File: config.mk
export PLATFORM = sky130hd
export DESIGN_NAME = equiv_sweep_ctrl
export DESIGN_NICKNAME = d
export VERILOG_FILES = /design/src/rtl/equiv_sweep_ctrl.sv
export SDC_FILE = /design/constraint.sdc
export NUM_CORES = 1
export LEC_CHECK = 0
export ABC_AREA = 1
export CAP_MARGIN = 20
export CORE_MARGIN = 3
export CORE_UTILIZATION = 51
export CTS_BUF_LIST = sky130_fd_sc_hd__clkbuf_2 sky130_fd_sc_hd__clkbuf_4 sky130_fd_sc_hd__clkbuf_8
export CTS_CLUSTER_SIZE = 24
export DETAILED_ROUTE_END_ITERATION = 7
export PLACE_DENSITY_LB_ADDON = 0.25
export SLEW_MARGIN = 15
export SYNTH_ARGS = -nofsm -noshare
export SYNTH_HDL_FRONTEND = slang
export SYNTH_SLANG_ARGS = --single-unit
File: constraint.sdc
create_clock -name clk -period 1.85 [get_ports clk]
set_clock_uncertainty 0.1 [all_clocks]
set_input_delay 0.37 -clock clk [delete_from_list [all_inputs] [get_ports clk]]
set_output_delay 0.37 -clock clk [all_outputs]
set_load 0.005 [all_outputs]
File: src/rtl/equiv_sweep_ctrl.sv
// equiv_sweep_ctrl
//   Exhaustive equivalence sweeper. Walks every N_IN-bit input vector onto a
//   combinational function block and compares its N_FN reference outputs
//   with the N_FN reduced outputs. It counts the vectors that mismatch and
//   records the first failing vector and its difference mask.
//
//   Each vector takes two cycles. DRIVE holds vec_out for one settle cycle,
//   and SAMPLE then compares and advances to the next vector.
//
// Ports
//   clk             in   rising-edge clock
//   rst_n           in   asynchronous active-low reset
//   start           in   starts a sweep when sampled high in IDLE
//   vec_out         out  registered vector driven to the function block
//   fn_ref          in   unreduced function outputs (bit 0 = f)
//   fn_red          in   reduced function outputs (same bit order)
//   busy            out  high in DRIVE and SAMPLE
//   done            out  one-cycle pulse in DONE
//   pass            out  last completed sweep had no mismatches
//   err_count       out  number of mismatching vectors (0..2^N_IN)
//   first_fail_vec  out  vector of the first mismatch, 0 if none
//   first_fail_mask out  fn_ref^fn_red at the first mismatch, 0 if none
//
// Build option
//   SWEEP_STOP_ON_FAIL_EN : if defined, the sweep ends at the first
//   mismatching vector. vec_out stays frozen on that vector.
module equiv_sweep_ctrl #(
   parameter int N_IN = 5,
   parameter int N_FN = 4
) (
   input  logic            clk,
   input  logic            rst_n,
   input  logic            start,
   output logic [N_IN-1:0] vec_out,
   input  logic [N_FN-1:0] fn_ref,
   input  logic [N_FN-1:0] fn_red,
   output logic            busy,
   output logic            done,
   output logic            pass,
   output logic [N_IN:0]   err_count,
   output logic [N_IN-1:0] first_fail_vec,
   output logic [N_FN-1:0] first_fail_mask
);

   localparam logic [1:0] S_IDLE   = 2'd0;
   localparam logic [1:0] S_DRIVE  = 2'd1;
   localparam logic [1:0] S_SAMPLE = 2'd2;
   localparam logic [1:0] S_DONE   = 2'd3;

   localparam logic [N_IN:0] ERR_ONE = {{N_IN{1'b0}}, 1'b1};

   logic [1:0]      state_q, state_d;
   logic [N_IN-1:0] vec_q, vec_d;
   logic [N_IN:0]   err_q, err_d;
   logic [N_IN-1:0] ffv_q, ffv_d;
   logic [N_FN-1:0] ffm_q, ffm_d;
   logic            pass_q, pass_d;

   logic [N_FN-1:0] diff;
   logic            mismatch;
   logic            vec_last;

   // X on the inputs is not filtered. An X diff does not count as a mismatch.
   assign diff     = fn_ref ^ fn_red;
   assign mismatch = |diff;
   assign vec_last = &vec_q;

   always_comb begin
      state_d = state_q;
      vec_d   = vec_q;
      err_d   = err_q;
      ffv_d   = ffv_q;
      ffm_d   = ffm_q;
      pass_d  = pass_q;
      case (state_q)
         S_IDLE: begin
            if (start) begin
               state_d = S_DRIVE;
               vec_d   = '0;
               err_d   = '0;
               ffv_d   = '0;
               ffm_d   = '0;
               pass_d  = 1'b0;
            end
         end
         S_DRIVE: begin
            state_d = S_SAMPLE;
         end
         S_SAMPLE: begin
            if (mismatch) begin
               err_d = err_q + ERR_ONE;
               // A count of zero means this is the first mismatch of the sweep.
               if (err_q == '0) begin
                  ffv_d = vec_q;
                  ffm_d = diff;
               end
            end
`ifdef SWEEP_STOP_ON_FAIL_EN
            if (mismatch) begin
               state_d = S_DONE;
               pass_d  = 1'b0;
            end else if (vec_last) begin
               state_d = S_DONE;
               pass_d  = (err_d == '0);
            end else begin
               vec_d   = vec_q + 1'b1;
               state_d = S_DRIVE;
            end
`else
            // On the last vector, vec_out stays at all ones instead of wrapping.
            if (vec_last) begin
               state_d = S_DONE;
               pass_d  = (err_d == '0);
            end else begin
               vec_d   = vec_q + 1'b1;
               state_d = S_DRIVE;
            end
`endif
         end
         default: begin
            state_d = S_IDLE;
         end
      endcase
   end

   always_ff @(posedge clk or negedge rst_n) begin
      if (!rst_n) begin
         state_q <= S_IDLE;
         vec_q   <= '0;
         err_q   <= '0;
         ffv_q   <= '0;
         ffm_q   <= '0;
         pass_q  <= 1'b0;
      end else begin
         state_q <= state_d;
         vec_q   <= vec_d;
         err_q   <= err_d;
         ffv_q   <= ffv_d;
         ffm_q   <= ffm_d;
         pass_q  <= pass_d;
      end
   end

   assign vec_out         = vec_q;
   assign busy            = (state_q == S_DRIVE) || (state_q == S_SAMPLE);
   assign done            = (state_q == S_DONE);
   assign pass            = pass_q;
   assign err_count       = err_q;
   assign first_fail_vec  = ffv_q;
   assign first_fail_mask = ffm_q;

endmodule

# [After elaboration in Yosys (flattened, before gate mapping)]
# Index checks and enable logic that the tools add are counted.
# Widths: inputs -> output; s select.
[totals] ff_bits=23 inputBits=11
[classes] addsub=2 n_eq_ne=8 n_mux=20 n_bitwise=1 n_reduce_logical=11
[ops] op="$mux 5" count=4
[ops] op="$pmux 5 s2" count=2
[ops] op="$mux 6" count=3
[ops] op="$logic_not 6->1" count=2
[ops] op="$mux 4" count=3
[ops] op="$pmux 6 s2" count=1
[ops] op="$ne 2x2->1 const B" count=5
[ops] op="$pmux 4 s2" count=1
[ops] op="$add 6x1->6 const B" count=1
[ops] op="$pmux 2 s3" count=1
[ops] op="$reduce_and 3->1" count=2
[ops] op="$add 5x1->5 const B" count=1
[ops] op="$reduce_and 5->1" count=1
[ops] op="$eq 2x2->1 const B" count=2
[ops] op="$mux 2" count=2
[ops] op="$reduce_and 4->1" count=1
[ops] op="$reduce_or 4->1" count=1
[ops] op="$xor 4x4->4" count=1
[ops] op="$eq 2x1->1 const B" count=1
[ops] op="$logic_not 2->1" count=1
[ops] op="$mux 1" count=2
[ops] op="$pmux 1 s2" count=1
[ops] op="$reduce_and 2->1" count=1
[ops] op="$reduce_bool 2->1" count=1
[ops] op="$logic_or 1x1->1" count=1

# [Longest topological paths before layout]
# Gate-level depths: netlist of the first run.
[depth] depth_word=7 ltp_mapped=11 ltp_nobuf=11

# [Worst setup path after synthesis of the first run]
# No wires, ideal clock.
[synth_path] kind="reg2reg" from="register vec_q[0] (netlist: vec_out[0])" to="register vec_q[3] (netlist: vec_out[3])" setup_ns=0.118 arrival_ns=1.457 required_ns=1.632 slack_ns=0.175 stages_incl_launch_ff=11 n_path_buf=0 path_cell_list="dfrtp_1 ha_1 inv_1 nor3_1 ha_1 nand2_1 inv_1 nor2_4 nand4_1 xor2_1 nor2_1"
[synth_via] elab_chain_cells=3 elab_cells_between_ends=6 cone_classes="add/sub: 1; eq/ne: 1; mux: 2; reduce/logical: 2"
[synth_rtl] element="start: declaration" line="53" source="logic [N_IN-1:0] vec_q, vec_d;"
[synth_rtl] element="start signal: assignment" line="136" source="vec_q <= vec_d;"
[synth_rtl] element="$add 5x1->5 / $reduce_and 5->1 (equally long branches)" line="115, 66"
[synth_rtl] element="$mux 5 / $ne 2x2->1 (equally long branches)"
[synth_rtl] element="$pmux 5 s2 / $reduce_and 3->1 (equally long branches)"
# Several ways; a longest one is shown, not always the timed one. The select of a mux whose other input is x is not followed.
# A chain may end at the register's enable or synchronous reset.

# [Worst setup path after layout of the first run]
[layout_path] from="register err_q[3] (netlist: err_count[3])" to="output err_count[3]"
[layout_lines] element="start: declaration" line="54" source="logic [N_IN:0] err_q, err_d;"
[layout_lines] element="start signal: assignment" line="137" source="err_q <= err_d;"
[layout_lines] element="end: declaration" line="40" source="output logic [N_IN:0] err_count,"
# No word-level cell between the ends.

==> flow_summary.yaml, run 1 <==
place:
  portBuffers: 33
  dp_hpwl_mm: 2.507
  placedCellCount: 253
  pre_cts_slack_ns: -0.1011
  place_congestion: 0.7986
grt:
  grt_pass1_vias: 1266
  gr-usage-all-layers: 0.2044
  grt_pass1_wl_mm: 5.451
  grt_max_degree: 24
  overflow: 0
  grt_antenna_before_repair: 0
timing:
  period_share: 0.9763
  timing.final.setup_violations: 0
  finalHoldViolations: 0
  max_freq_mhz: 553.7
  max_slew_margin: 0.7247
  drv_slew: 0
  worst_pin_slew_ns: 0.4129
  min_period_ns: 1.806
  fin_ws_ns: 0.04387
  fin_setup_tns_ns: 0
  rsz0062_at_grt: "yes"
critical_path:
  reg2reg_to: "vec_out[2]$_DFFE_PN0P_"
  crit_type: "reg -> out"
  cp-start-kind: "register"
  reg2reg_depth: 11
  cpMaxStageDelayCell: "clkdlybuf4s50_1"
  required_ns: 1.38
  path_max_fanout: 6
  critPathTopFamily: "buffers and inverters"
  path_depth: 1
  max_stage_delay_ns: 0.54
  crit_end: "err_count[3]"
  crit_chain: "clkdlybuf4s50_1"
  crit_arrival_ns: 1.34
  rrSetupSlack_ns: 0.11
  cp-startpoint: "err_count[3]$_DFFE_PN0P_"
  cp_num_buf_inv: 1
  cp-end-kind: "primary output"
  reg2reg_from: "state_q[0]$_DFFE_PN0P_"
yosys:
  yosysWarningCount: 0
  avgSynthCellArea_um2: 8.245
  synthCells: 173
  synth_ff_type: "dfrtp_1"
  synthDistinctLibCells: 23
  syn_area_um2: 1426
  yosysSeqAreaShare: 0.4035
  synth_seq_cells: 23
  async_reset_ff_frac: 1.000
  synth_edf_count: 0
  yosysTopAreaCell: "dfrtp_1"
  synth_top_area_frac: 0.4035
  synthTopCellsByArea: "dfrtp_1, inv_1, ha_1"
  synthesis.nets: 192
final_layout:
  layout-area-overhead-vs-synth_pct: 38.77
  drive_gt1_frac: 0.2391
  fin_cells: 260
  antennaDiodeCount: 0
  fillCellCount: 189
  fin_nets: 250
routing:
  ant_nets: 0
  drt_wl_total_mm: 3.230
  drt_iter0_drc: 47
  firstDrtPassIters: 4
  wl_per_cell_um: 12.42
  drc: 0
  vias: 1332
  via_per_inst: 5.123
clocking:
  cts_tree: "done"
  htreeDepth: 1
  clk_path_buf_depth: 2
  root_buffer: "clkbuf_4"
  clkLatencyLatePin_ns: 0.32
  cts_made_buffers: 3
  numClockSinks: 23
  cts.clk_slew.worst_paths_ns: 0.13
floorplanning:
  die_area_um2: 3467
  rows: 18
  fp.dieW_um: 58.89
  die_h_um: 58.89
  core_area_um2: 2567
  start_util: 0.5556
  ioPinCount: 34
power_and_ir_drop:
  power_density_nw_per_um2: 1223
  ir_worst_vdd_mv: 1.039
  p_leak_uw: 0.0009576
outcome:
  status: "complete, no violations"
min_path:
  min_path_type: "in -> async"
job:
  cap_violations: 0
sequential cells by signal (all words and copies together) (netlist names):
| signal | count |
|---|---|
| vec_out | 5 |
| first_fail_vec | 5 |
| first_fail_mask | 4 |
| err_count | 6 |
| pass | 1 |
| state_q | 2 |
where the power goes:
group | internal [uW] | switching (uW) | total (uW)
registers | 619 | 71.9 | 691
logic | 732 | 758 | 1490
clock network | 81.0 | 160 | 241
synth_stat cells, types with 2 or more instances:
cell,number
o21ai_0,12
dfrtp_1,23
nand3_1,18
ha_1,8
nor2_1,7
nand2_2,2
o21ai_2,5
inv_2,3
o22ai_1,10
nand2_4,2
xor2_1,5
nand2_1,26
nor2_2,3
inv_1,37
nor2_4,4
metal layers:
layer | GRT usage | vias to the layer above | share of wire
met3 | 0.02632 | 5 | 0.041
met1 | 0.2524 | 623 | 0.42
met2 | 0.3691 | 40 | 0.53
li1 | - | 664 | -
met4 | 0.05825 | 0 | 0.011
met5 | 0 | - | 0
timing repair:
action                                  4_1_cts  5_1_grt
setup buffers                                 2        1
gates cloned                                  0        0
hold buffers                                  0        0
endpoints found under the hold margin         0        0
endpoints found under the setup margin        3       16
gates resized for setup                       5        5
pin swaps                                     0        1
worst min-delay path by stage:
| stage | from | endpoint | cells after the start |
|---|---|---|---|
| after floorplan | rst_n | err_count[0]$_DFFE_PN0P_ | 0 |
| after global placement | first_fail_vec[4]$_DFFE_PN0P_ | first_fail_vec[4]$_DFFE_PN0P_ | 2 |
| after detailed placement | pass$_DFFE_PN0P_ | pass$_DFFE_PN0P_ | 2 |
| after CTS | rst_n | err_count[0]$_DFFE_PN0P_ | 2 |
| after global routing | rst_n | err_count[0]$_DFFE_PN0P_ | 2 |
| final | rst_n | err_count[0]$_DFFE_PN0P_ | 2 |
cells by family after synthesis:
logic type	share of synthesized area
compound gates	0.1316
simple gates	0.2412
buf+inv	0.1228
xor+xnor	0.03070
flops	0.4035
fa+ha+maj	0.07018
through the flow:
| step | hold slack, ns | power [uW] | instance area [um2] | utilization |
|---|---|---|---|---|
| 2_1_floorplan | -0.02559 | 1483 | 1426 | - |
| 3_3_place_gp | 0.4203 | 2098 | 1924 | 0.7495 |
| 3_5_place_dp | 0.3986 | 2151 | 1924 | 0.7495 |
| 4_1_cts | 0.2907 | 2414 | 1967 | 0.7661 |
| 5_1_grt | 0.2969 | 2604 | 1979 | 0.7710 |
| 6_report | 0.2796 | 2421 | 1979 | 0.7710 |
layout by cell type (no fill, tap or decap), drive strengths merged:
master | synthesis | layout
nor2 | 14 | 14
nand3 | 19 | 19
clkdlybuf4s50 | 0 | 31
nor3 | 2 | 2
o22ai | 10 | 10
o21ai | 17 | 17
a21oi | 2 | 2
dfrtp | 23 | 23
ha | 8 | 8
nand2 | 30 | 30
nand4 | 1 | 1
clkbuf | 1 | 4
xor2 | 5 | 5
dlygate4sd2 | 0 | 1
buf | 1 | 22
clkinv | 0 | 1
inv | 40 | 40
cell type report:
cell class              instances  area (um2)  area share
multi-input cells             108       685.7      0.3464
repair buffers                 55       501.7      0.2535
well taps                      30       37.54     0.01896
clock inverters                 1       5.005    0.002528
clock buffers                   3       22.52     0.01138
flip-flops and latches         23       576.8      0.2914
inverters                      40       150.1     0.07585
Power figures use the tool's default switching activity.
==> inputs of run 2 (changes only) <==
ABC_AREA = 0   (was 1)
CORE_UTILIZATION = 50   (was 51)
==> run 2 against run 1 <==
Sequential share of layout area shrank 1.6 points. Critical path depth grew 1. Area after synthesis shrank 5.0%. Register-to-register slack lost 0.07 ns. Worst hold slack lost 0.0023 ns. Fmax shrank 1.3%. Wire length grew 23%. Critical endpoint unchanged. Largest cell class unchanged. Largest power group unchanged.
==> flow_summary.yaml, run 2 <==
outcome:
  status: "complete, no violations"
yosys:
  synth_edf_count: 0
  synth_seq_cells: 23
  synthTopCellsByCount: "dfrtp_1, a22o_1, ha_1, nand3_1, o21ai_0"
  yosysTopAreaCell: "dfrtp_1"
  syn_area_um2: 1355
  synthesis.nets: 150
  yosysSeqAreaShare: 0.4247
  yosysWarningCount: 0
  synthCells: 131
  async_reset_ff_frac: 1.000
  synthTopCellsByArea: "dfrtp_1, a22o_1, ha_1"
  yosysMostFrequentCell: "dfrtp_1"
  synth_top_area_frac: 0.4247
  synthDistinctLibCells: 36
  synth_ff_type: "dfrtp_1"
  avgSynthCellArea_um2: 10.34
floorplanning:
  core_area_um2: 2522
  die_h_um: 58.06
  die_area_um2: 3371
  ioPinCount: 34
  fp.dieW_um: 58.06
  start_util: 0.5372
  rows: 18
clocking:
  root_buffer: "clkbuf_4"
  cts_tree: "done"
  holdBufCountCts: 0
  numClockSinks: 23
  clk_path_buf_depth: 2
  cts.clk_slew.worst_paths_ns: 0.14
  clkLatencyLatePin_ns: 0.33
  htreeDepth: 1
  cts_made_buffers: 3
grt:
  grt_antenna_before_repair: 0
  grt_pass1_vias: 1234
  grt_max_degree: 24
  grt_pass1_wl_mm: 5.575
  gr-usage-all-layers: 0.2166
  overflow: 0
critical_path:
  critPathTopFamily: "buffers and inverters"
  crit_arrival_ns: 1.36
  cp-start-kind: "register"
  crit_type: "reg -> out"
  cp_num_buf_inv: 2
  cp-end-kind: "primary output"
  required_ns: 1.38
  cpMaxStageDelayCell: "clkdlybuf4s50_1"
  max_stage_delay_ns: 0.50
  crit_chain: "buf_6 -> clkdlybuf4s50_1"
  path_max_fanout: 8
  rrSetupSlack_ns: 0.04
final_layout:
  final_cell_mix: "buf_4, clkdlybuf4s50_1, dfrtp_1"
  fin_area_um2: 2117
  antennaDiodeCount: 0
  layout-area-overhead-vs-synth_pct: 56.23
  largest_register_ffs: 6
  drive_gt1_frac: 0.3350
  fin_cells: 227
  fin_nets: 217
  layout_commonest_cell: "buf_4"
power_and_ir_drop:
  p_leak_uw: 0.0009734
  p_sw_uw: 677.8
  power_frac_clock: 0.125
  power_density_nw_per_um2: 943.5
  p_int_uw: 1320
  ir_worst_vdd_mv: 0.8343
  p_seq_frac: 0.393
  p_sw_frac: 0.3393
  finalPower_uw: 1997
  power.share.combinational: 0.481
routing:
  drc: 0
  drt_wl_total_mm: 3.977
  drt_iter0_drc: 43
  ant_nets: 0
  wl_per_cell_um: 17.52
  via_per_inst: 5.753
  firstDrtPassIters: 4
  vias: 1306
place:
  portBuffers: 33
  placedCellCount: 208
  dp_hpwl_mm: 2.465
  placed_cell_area_um2: 1858
  pre_cts_slack_ns: -0.4234
  place_congestion: 0.8278
timing:
  max_slew_margin: 0.7687
  max_freq_mhz: 546.6
  finalHoldViolations: 0
  rsz0062_at_grt: "yes"
  worst_pin_slew_ns: 0.3453
  drv_slew: 0
  fin_ws_ns: 0.02045
  whs_ns: 0.2773
  min_period_ns: 1.830
  timing.final.setup_violations: 0
  period_share: 0.9889
job:
  cap_violations: 0
min_path:
  min_path_type: "in -> async"
==> run 2: kinds of logic after synthesis <==
kind of cell / count (synthesis) / synth area share
AO/OA/AOI/OAI: 40 / 0.2253
XOR/XNOR: 7 / 0.06741
adder cells (fa/ha/maj): 8 / 0.07387
buffers and inverters: 13 / 0.03786
flip-flops: 23 / 0.4247
multiplexers: 2 / 0.01570
AND/OR/NAND/NOR: 38 / 0.1551
==> run 2: per-stage QoR <==
| step | setup TNS (ns) | util |
|---|---|---|
| floorplan | 0 | - |
| global placement | -3.799 | 0.7366 |
| detailed placement | -5.246 | 0.7366 |
| CTS | 0 | 0.7743 |
| global route | -0.2681 | 0.8393 |
| finish | 0 | 0.8393 |
==> run 2: path summary, 6_finish.rpt <==
path / depth (start not counted) / to / from
min in group clk: 1 / first_fail_mask[0]$_DFFE_PN0P_ / first_fail_mask[0]$_DFFE_PN0P_
hold / removal: 2 / first_fail_vec[4]$_DFFE_PN0P_ / rst_n
max in group asynchronous: 2 / state_q[1]$_DFFE_PN0P_ / rst_n
hold reg to reg: 1 / first_fail_mask[0]$_DFFE_PN0P_ / first_fail_mask[0]$_DFFE_PN0P_
setup reg to reg: 7 / first_fail_vec[1]$_DFFE_PN0P_ / err_count[0]$_DFFE_PN0P_
setup / recovery: 2 / err_count[3] / err_count[3]$_DFFE_PN0P_
==> run 2: routing by layer <==
metal  wire [um]  up-vias  track usage
li1            -      623            -
met5           0        -            0
met1        1633      629       0.2712
met3         190       10      0.04009
met2        2034       44       0.3403
met4         119        0       0.1424
==> run 2: final cells by class <==
type | count | area (um2)
sequential | 23 | 583.1
inverter | 5 | 21.27
clock inverter | 1 | 7.507
clock buffer | 3 | 22.52
multi-input combinational | 95 | 803.3
timing repair buffer | 70 | 641.9
tap | 30 | 37.54
fill | 142 | 405.4
==> run 2: worst register-to-register path: stages, from the launching register on <==
cell and delay (ns):
dfrtp_2 0.47, inv_2 0.08, ha_1 0.15, nand2b_1 0.09, nor4_4 0.17, nand2_1 0.14
a21o_4 0.27, a22o_1 0.25
==> run 2: timing repair <==
item / CTS / global route
setup buffers: 6 / 9
gates resized for setup: 10 / 29
pin swaps: 0 / 11
endpoints found under the setup margin: 14 / 28
==> run 2: power by group through the flow <==
stage	Clock (uW)	Combinational, uW	Sequential [uW]
3_5_place_dp	0	853	769
4_1_cts	255	877	758
3_3_place_gp	0	830	767
2_1_floorplan	0	375	774
6_report	250	962	786
5_1_grt	277	1040	804
